File: config.mk
export PLATFORM = sky130hd
export DESIGN_NAME = mem_access_ctrl_flat
export DESIGN_NICKNAME = d
export VERILOG_FILES = /design/src/rtl/mem_access_ctrl_pkg.sv /design/src/rtl/mem_access_ctrl_if.sv /design/src/rtl/mem_access_ctrl_lane_fmt.sv /design/src/rtl/mem_access_ctrl.sv /design/src/flat_wrapper.sv
export SDC_FILE = /design/constraint.sdc
export NUM_CORES = 1
export LEC_CHECK = 0
export CAP_MARGIN = 30
export CORE_UTILIZATION = 40
export DETAILED_ROUTE_END_ITERATION = 6
export PLACE_DENSITY = 0.76
export SETUP_SLACK_MARGIN = 0.02
export SLEW_MARGIN = 20
export SYNTH_ARGS = -nofsm -noshare
export SYNTH_HDL_FRONTEND = slang
export SYNTH_SLANG_ARGS = --single-unit
export TNS_END_PERCENT = 100
File: constraint.sdc
create_clock -name clk_i -period 2.78 [get_ports clk_i]
set_input_delay 0.695 -clock clk_i [delete_from_list [all_inputs] [get_ports clk_i]]
set_output_delay 0.695 -clock clk_i [all_outputs]
set_load 0.03 [all_outputs]
File: src/rtl/mem_access_ctrl_pkg.sv
// mem_access_ctrl_pkg
// Shared definitions for the data-memory access controller: default data
// width, RV load/store funct3 size codes, controller state encoding and the
// alignment rule shared by the controller.
package mem_access_ctrl_pkg;

  localparam int XLEN = 32;

  // RV funct3 load/store size codes
  localparam logic [2:0] MEM_B  = 3'b000;
  localparam logic [2:0] MEM_H  = 3'b001;
  localparam logic [2:0] MEM_W  = 3'b010;
  localparam logic [2:0] MEM_BU = 3'b100;
  localparam logic [2:0] MEM_HU = 3'b101;

  typedef enum logic [1:0] {
    IDLE  = 2'd0,
    REQ   = 2'd1,
    DONE  = 2'd2,
    DRAIN = 2'd3
  } state_t;

  // Halfwords need an even address, words a 4-byte aligned one.
  function automatic logic is_misaligned(input logic [2:0] size, input logic [1:0] off);
    case (size)
      MEM_H, MEM_HU: return off[0];
      MEM_W:         return |off;
      default:       return 1'b0;
    endcase
  endfunction

endpackage

File: src/rtl/mem_access_ctrl_if.sv
// mem_access_ctrl_if
// Request/acknowledge data-memory port.
//   dmem_req_o   : bus request, held until dmem_ack_i
//   dmem_we_o    : 1 = write
//   dmem_addr_o  : word-aligned address
//   dmem_wdata_o : store data replicated across byte lanes
//   dmem_wstrb_o : byte strobes
//   dmem_ack_i   : transaction accepted and complete; rdata valid this cycle
//   dmem_rdata_i : read word
// master = controller side, slave = memory side.
interface mem_access_ctrl_if #(
  parameter int XLEN = 32
) ();
  logic            dmem_req_o;
  logic            dmem_we_o;
  logic [XLEN-1:0] dmem_addr_o;
  logic [XLEN-1:0] dmem_wdata_o;
  logic [3:0]      dmem_wstrb_o;
  logic            dmem_ack_i;
  logic [XLEN-1:0] dmem_rdata_i;

  modport master (
    output dmem_req_o, dmem_we_o, dmem_addr_o, dmem_wdata_o, dmem_wstrb_o,
    input  dmem_ack_i, dmem_rdata_i
  );

  modport slave (
    input  dmem_req_o, dmem_we_o, dmem_addr_o, dmem_wdata_o, dmem_wstrb_o,
    output dmem_ack_i, dmem_rdata_i
  );
endinterface

File: src/rtl/mem_access_ctrl_lane_fmt.sv
// mem_lane_fmt
// Combinational byte-lane formatting for the memory stage.
//   st_size/st_off/st_data -> st_wdata/st_wstrb : store data replicated across
//                                                 lanes plus byte strobes
//   ld_size/ld_off/ld_rdata -> ld_data          : load word shifted down to the
//                                                 addressed byte and extended
module mem_lane_fmt
  import mem_access_ctrl_pkg::*;
#(
  parameter int XLEN = 32
) (
  input  logic [2:0]      st_size,
  input  logic [1:0]      st_off,
  input  logic [XLEN-1:0] st_data,
  output logic [XLEN-1:0] st_wdata,
  output logic [3:0]      st_wstrb,
  input  logic [2:0]      ld_size,
  input  logic [1:0]      ld_off,
  input  logic [XLEN-1:0] ld_rdata,
  output logic [XLEN-1:0] ld_data
);

  logic [XLEN-1:0] ld_shift;

  assign ld_shift = ld_rdata >> {ld_off, 3'b000};

  // Stores only look at size[1:0]: SB/SH/SW.
  always_comb begin
    st_wdata = st_data;
    st_wstrb = 4'b1111;
    case (st_size[1:0])
      2'b00: begin
        st_wdata = {(XLEN/8){st_data[7:0]}};
        st_wstrb = 4'b0001 << st_off;
      end
      2'b01: begin
        st_wdata = {(XLEN/16){st_data[15:0]}};
        st_wstrb = 4'b0011 << st_off;
      end
      default: ;
    endcase
  end

  always_comb begin
    ld_data = ld_shift;
    case (ld_size)
      MEM_B:   ld_data = {{(XLEN-8){ld_shift[7]}},   ld_shift[7:0]};
      MEM_H:   ld_data = {{(XLEN-16){ld_shift[15]}}, ld_shift[15:0]};
      MEM_BU:  ld_data = {{(XLEN-8){1'b0}},          ld_shift[7:0]};
      MEM_HU:  ld_data = {{(XLEN-16){1'b0}},         ld_shift[15:0]};
      default: ld_data = ld_shift;
    endcase
  end

endmodule

File: src/rtl/mem_access_ctrl.sv
// mem_access_ctrl
// Sequences data-memory loads/stores for the instruction at the
// execute->memory boundary and holds the result until write-back takes it.
//   clk_i, rst              : clock, synchronous active-high reset
//   execute_vaild_i, ED_*   : instruction from execute (stable while waiting)
//   write_back_allow_in_i   : downstream accepts the result this cycle
//   memory_ready_o/M_valM_o : memory-stage completion and formatted load data
//   memory_allow_in_o       : back-pressure toward execute
//   misalign_o              : current memory instruction is misaligned
//   dmem                    : request/acknowledge data-memory port (master)
module mem_access_ctrl
  import mem_access_ctrl_pkg::*;
#(
  parameter int XLEN = mem_access_ctrl_pkg::XLEN
) (
  input  logic            clk_i,
  input  logic            rst,
  input  logic            execute_vaild_i,
  input  logic            ED_mem_read_i,
  input  logic            ED_mem_write_i,
  input  logic [2:0]      ED_mem_size_i,
  input  logic [XLEN-1:0] ED_valE_i,
  input  logic [XLEN-1:0] ED_valB_i,
  input  logic            write_back_allow_in_i,
  output logic            memory_ready_o,
  output logic [XLEN-1:0] M_valM_o,
  output logic            memory_allow_in_o,
  output logic            misalign_o,
  mem_access_ctrl_if.master dmem
);

  state_t          state_q, state_d;
  logic            memop, mis;
  logic            issue, take, clr;
  logic            we_q;
  logic [XLEN-1:0] addr_q, wdata_q, valm_q;
  logic [3:0]      wstrb_q;
  logic [2:0]      size_q;
  logic [1:0]      off_q;
  logic [XLEN-1:0] st_wdata, ld_data;
  logic [3:0]      st_wstrb;

  assign memop = execute_vaild_i & (ED_mem_read_i | ED_mem_write_i);
  assign mis   = is_misaligned(ED_mem_size_i, ED_valE_i[1:0]);

  mem_lane_fmt #(.XLEN(XLEN)) u_fmt (
    .st_size  (ED_mem_size_i),
    .st_off   (ED_valE_i[1:0]),
    .st_data  (ED_valB_i),
    .st_wdata (st_wdata),
    .st_wstrb (st_wstrb),
    .ld_size  (size_q),
    .ld_off   (off_q),
    .ld_rdata (dmem.dmem_rdata_i),
    .ld_data  (ld_data)
  );

  always_ff @(posedge clk_i) begin
    if (rst) state_q <= IDLE;
    else     state_q <= state_d;
  end

  always_comb begin
    state_d        = state_q;
    issue          = 1'b0;
    take           = 1'b0;
    clr            = 1'b0;
    memory_ready_o = 1'b0;
    misalign_o     = 1'b0;
    case (state_q)
      IDLE: begin
        // Misaligned accesses never reach the bus; they complete at once.
        memory_ready_o = ~(memop & ~mis);
        misalign_o     = memop & mis;
        if (memop & ~mis) begin
          issue   = 1'b1;
          state_d = REQ;
        end
      end
      REQ: begin
        if (dmem.dmem_ack_i) begin
          if (execute_vaild_i) begin
            take    = 1'b1;
            state_d = DONE;
          end else begin
            clr     = 1'b1;
            state_d = IDLE;
          end
        end else if (!execute_vaild_i) begin
          // The bus cannot abort: keep requesting and swallow the ack.
          state_d = DRAIN;
        end
      end
      DRAIN: begin
        if (dmem.dmem_ack_i) state_d = IDLE;
      end
      DONE: begin
        memory_ready_o = 1'b1;
        if (write_back_allow_in_i | ~execute_vaild_i) begin
          clr     = 1'b1;
          state_d = IDLE;
        end
      end
      default: state_d = IDLE;
    endcase
  end

  always_ff @(posedge clk_i) begin
    if (rst) begin
      we_q    <= 1'b0;
      addr_q  <= '0;
      wdata_q <= '0;
      wstrb_q <= '0;
      size_q  <= '0;
      off_q   <= '0;
      valm_q  <= '0;
    end else begin
      if (issue) begin
        // Read+write together is treated as a store.
        we_q    <= ED_mem_write_i;
        addr_q  <= {ED_valE_i[XLEN-1:2], 2'b00};
        wdata_q <= ED_mem_write_i ? st_wdata : '0;
        wstrb_q <= ED_mem_write_i ? st_wstrb : 4'b0000;
        size_q  <= ED_mem_size_i;
        off_q   <= ED_valE_i[1:0];
      end
      if (take)     valm_q <= we_q ? '0 : ld_data;
      else if (clr) valm_q <= '0;
    end
  end

  assign dmem.dmem_req_o   = (state_q == REQ) | (state_q == DRAIN);
  assign dmem.dmem_we_o    = we_q;
  assign dmem.dmem_addr_o  = addr_q;
  assign dmem.dmem_wdata_o = wdata_q;
  assign dmem.dmem_wstrb_o = wstrb_q;

  assign M_valM_o          = valm_q;
  assign memory_allow_in_o = ~execute_vaild_i | (memory_ready_o & write_back_allow_in_i);

endmodule

File: src/flat_wrapper.sv
// flat-port wrapper written by rule: the top's interface ports become plain ports
module mem_access_ctrl_flat import mem_access_ctrl_pkg::*;
#(
  parameter int XLEN = mem_access_ctrl_pkg::XLEN
)
  (clk_i, rst, execute_vaild_i, ED_mem_read_i, ED_mem_write_i, ED_mem_size_i, ED_valE_i, ED_valB_i, write_back_allow_in_i, memory_ready_o, M_valM_o, memory_allow_in_o, misalign_o, dmem_dmem_req_o, dmem_dmem_we_o, dmem_dmem_addr_o, dmem_dmem_wdata_o, dmem_dmem_wstrb_o, dmem_dmem_ack_i, dmem_dmem_rdata_i);
  mem_access_ctrl_if #(.XLEN(XLEN)) dmem_i ();
  input  logic clk_i;
  input  logic rst;
  input  logic execute_vaild_i;
  input  logic ED_mem_read_i;
  input  logic ED_mem_write_i;
  input  logic [2:0] ED_mem_size_i;
  input  logic [XLEN-1:0] ED_valE_i;
  input  logic [XLEN-1:0] ED_valB_i;
  input  logic write_back_allow_in_i;
  output logic memory_ready_o;
  output logic [XLEN-1:0] M_valM_o;
  output logic memory_allow_in_o;
  output logic misalign_o;
  output wire logic [$bits(dmem_i.dmem_req_o)-1:0] dmem_dmem_req_o;
  output wire logic [$bits(dmem_i.dmem_we_o)-1:0] dmem_dmem_we_o;
  output wire logic [$bits(dmem_i.dmem_addr_o)-1:0] dmem_dmem_addr_o;
  output wire logic [$bits(dmem_i.dmem_wdata_o)-1:0] dmem_dmem_wdata_o;
  output wire logic [$bits(dmem_i.dmem_wstrb_o)-1:0] dmem_dmem_wstrb_o;
  input wire logic [$bits(dmem_i.dmem_ack_i)-1:0] dmem_dmem_ack_i;
  input wire logic [$bits(dmem_i.dmem_rdata_i)-1:0] dmem_dmem_rdata_i;
  assign dmem_dmem_req_o = dmem_i.dmem_req_o;
  assign dmem_dmem_we_o = dmem_i.dmem_we_o;
  assign dmem_dmem_addr_o = dmem_i.dmem_addr_o;
  assign dmem_dmem_wdata_o = dmem_i.dmem_wdata_o;
  assign dmem_dmem_wstrb_o = dmem_i.dmem_wstrb_o;
  assign dmem_i.dmem_ack_i = dmem_dmem_ack_i;
  assign dmem_i.dmem_rdata_i = dmem_dmem_rdata_i;
  mem_access_ctrl #(.XLEN(XLEN)) u_core (.clk_i(clk_i), .rst(rst), .execute_vaild_i(execute_vaild_i), .ED_mem_read_i(ED_mem_read_i), .ED_mem_write_i(ED_mem_write_i), .ED_mem_size_i(ED_mem_size_i), .ED_valE_i(ED_valE_i), .ED_valB_i(ED_valB_i), .write_back_allow_in_i(write_back_allow_in_i), .memory_ready_o(memory_ready_o), .M_valM_o(M_valM_o), .memory_allow_in_o(memory_allow_in_o), .misalign_o(misalign_o), .dmem(dmem_i));
endmodule
==> flow_summary.toml <==
[synth]
synthMuxAreaShare_pct = 11.33
synth_adder_area_share_pct = 1.081
synth_seq_area_share_pct = 45.85
yosysTopAreaCell = "dfxtp_1"
synthMostInstantiatedCell = "dfxtp_1"
async_flop_share_pct = 0
synthFlopType = "dfxtp_1"
syn_inst = 493
synthSimpleGateAreaFrac_pct = 13.00
synth_area_leaders = "dfxtp_1 46%, mux2i_1 8.7%, nand2_1 7.3%"
synth_xor_area_share_pct = 0
synth_common_cells = "106 x dfxtp_1, 90 x nand2_1, 56 x a21oi_1, 40 x mux2i_1, 28 x o2bb2ai_1"
yosys_register_bits = 106
avgSynthCellArea_um2 = 9.388
yosys_warnings = 0
netlist.area_leader.share_pct = 45.85
synth_edf_count = 0
synth.distinct_cells = 47
syn_area_um2 = 4628
synth_top_family_by_area = "compound AO/OA/AOI/OAI gates"
synth_compound_area_share_pct = 24.36

[routing]
vias = 4536
drt-initial-drc-count = 205
first_pass_iters = 4
drt-vias-per-instance = 5.343
ant_nets = 0
routed_wl_um = 14250
drc_errors = 0
wl_per_cell_um = 16.79

[global_routing]
antenna_found_initial = 1
grt_max_degree = 49
overflow = 0
met1_usage_pct = 28.26
grt_pass1_wl_um = 22480
met2_usage_pct = 42.05
grt_pass1_vias = 4420
track_usage_pct = 23.91
busiest_layer = "met2"
met3_usage_pct = 5.809

[setup_path]
critPathLaunchType = "flip-flop"
cp_max_fo = 7
crit_path_end_kind = "output pin"
slowest_stage = "clkdlybuf4s50_1"
r2r_slack_ns = 0.56
path_cells = "inv_1 > ha_1 > or2_2 > clkdlybuf4s50_1"
critical_path_arrival_ns = 2.00
critical_path.top_delay_family = "buffers and inverters"
crit_buf_inv = 2
crit_required_ns = 2.09
crit_path_max_incr_delay_ns = 0.60
path_class = "flip-flop to output pin"

[sta]
fin_ws_ns = 0.08230
period_needed_ns = 2.698
hold_viol_final = 0
rsz0062_at_grt = "no"
fin_crit_sh_pct = 97.04
finalSetupViolCount = 0
slew_violations = 0
max_freq_mhz = 370.7
timing.slew.headroom_pct = 35.00
finClkSkew_ns = 0.008153
worst_pin_slew_ns = 0.9697

[status]
status = "finished clean"

[placement]
port-buffer-count = 208
dp_worst_setup_slack_ns = -0.01973
gp_congestion = 0.8861
dpl.cell_count = 832
placed_area_um2 = 6935
hpwl_um = 10910

[cells_and_area]
postLayoutCoreUtil_pct = 65.32
fillers = 943
drive_above_1_share_pct = 8.745
design_area_um2 = 7236
final_cells = 849
antenna_cells = 0
nNetsFinal = 814
area_growth_pct = 56.34

[floorplanning]
die_y_um = 109.6
core_area_um2 = 11080
rows = 38
ios = 211
die-area_um2 = 12000
start_util_pct = 41.78
die_w_um = 109.6

[clocking]
cts_max_level = 3
hold_buffers = 0
clk_latency_ns = 0.34
clockBufferDepth = 2
cts_buffers = 9
cts_root_buffer = "clkbuf_16"
cts.sinks = 106
path_clk_slew_ns = 0.07
cts_tree = "yes"

[flow_run]
drv_cap = 0

[power_and_ir_drop]
peakVddDrop_mv = 0.3951
p_leak_uw = 0.002702
p_per_area_nw_per_um2 = 569.9

[hold_path]
min_path_type = "flip-flop to flip-flop"
[where the power goes]
| group | total [µW] | internal, µW | switching, µW |
|---|---|---|---|
| logic | 1210 | 544 | 668 |
| clock network | 1220 | 641 | 577 |
| registers | 1690 | 1630 | 66.3 |
| total | 4120 | 2810 | 1310 |
[timing repair]
action | CTS | global route
resized for setup | 1 | 3
endpoints found under the setup margin | 1 | 2
buffers inserted | 1 | 0
pin swaps | 0 | 3
[tightest hold or removal path: stages (launching register included)]
cell	delay, ns
dfxtp_1	0.31
nand2_1	0.05
a21oi_1	0.05
[per-stage QoR]
stage / hold WS (ns) / total power (µW) / setup TNS, ns
after floorplan: 0.4499 / 2385 / 0
after global placement: 0.4413 / 2914 / -0.007407
after detailed placement: 0.4458 / 2937 / -0.01973
after CTS: 0.4559 / 4153 / 0
after global routing: 0.4721 / 4303 / 0
final: 0.4555 / 4124 / 0
[registers in the layout, indices dropped and copies added (netlist names)]
name,cells
u_core.M_valM_o,32
u_core.dmem.dmem_addr_o,30
u_core.dmem.dmem_wdata_o,32
u_core.dmem.dmem_we_o,1
u_core.dmem.dmem_wstrb_o,4
u_core.off_q,2
u_core.size_q,3
u_core.state_q,2
[placed cells by master (no fill, tap or decap), types with 2 or more instances in the layout]
master             n
mux2_1             9
clkbuf_16          9
buf_12             2
o2bb2ai_1         28
a21oi_1           55
a31oi_1            2
o211ai_1           8
nand3b_1          10
conb_1             2
inv_1              5
buf_4             30
o21ai_0           25
mux2i_1           40
dlymetal6s2s_1     2
a22o_1            16
nor2_2             2
nor2_1             9
clkinvlp_4         2
ha_1               4
nand2_1           90
dfxtp_1          106
nor2b_1            4
inv_6              3
clkdlybuf4s50_1  201
a221o_1           16
[routing by layer]
metal | wire length [µm] | vias up
met5 | 8 | -
met4 | 327 | 2
met3 | 1194 | 24
met2 | 6912 | 176
met1 | 5810 | 2120
li1 | - | 2214
[area by class of cell]
cell class	count	area [µm²]	share of cell area (%)
tap	140	175.2	2.421
sequential	106	2122	29.33
clock inverter	6	46.29	0.6398
multi-input combinational	344	2315	31.99
inverter	6	22.52	0.3113
clock buffer	10	239.0	3.303
timing repair buffer	237	2316	32.01
[path summary, 6_finish.rpt]
path / cells past startpoint / start / endpoint
hold reg to reg: 2 / u_core.dmem.dmem_addr_o[3]$_SDFFE_PP0P_ / u_core.dmem.dmem_addr_o[3]$_SDFFE_PP0P_
setup / recovery: 4 / u_core.state_q[1]$_SDFFE_PP0P_ / dmem_dmem_req_o
setup reg to reg: 6 / u_core.state_q[1]$_SDFFE_PP0P_ / u_core.M_valM_o[30]$_SDFFE_PP0P_
hold / removal: 2 / u_core.dmem.dmem_addr_o[3]$_SDFFE_PP0P_ / u_core.dmem.dmem_addr_o[3]$_SDFFE_PP0P_
[cells by family after synthesis]
group,count (synthesis)
buffers and inverters,44
flip-flops,106
AND/OR/NAND/NOR,127
other,1
adder cells (fa/ha/maj),4
multiplexers,50
AO/OA/AOI/OAI,161
Power figures use the tool's default switching activity.
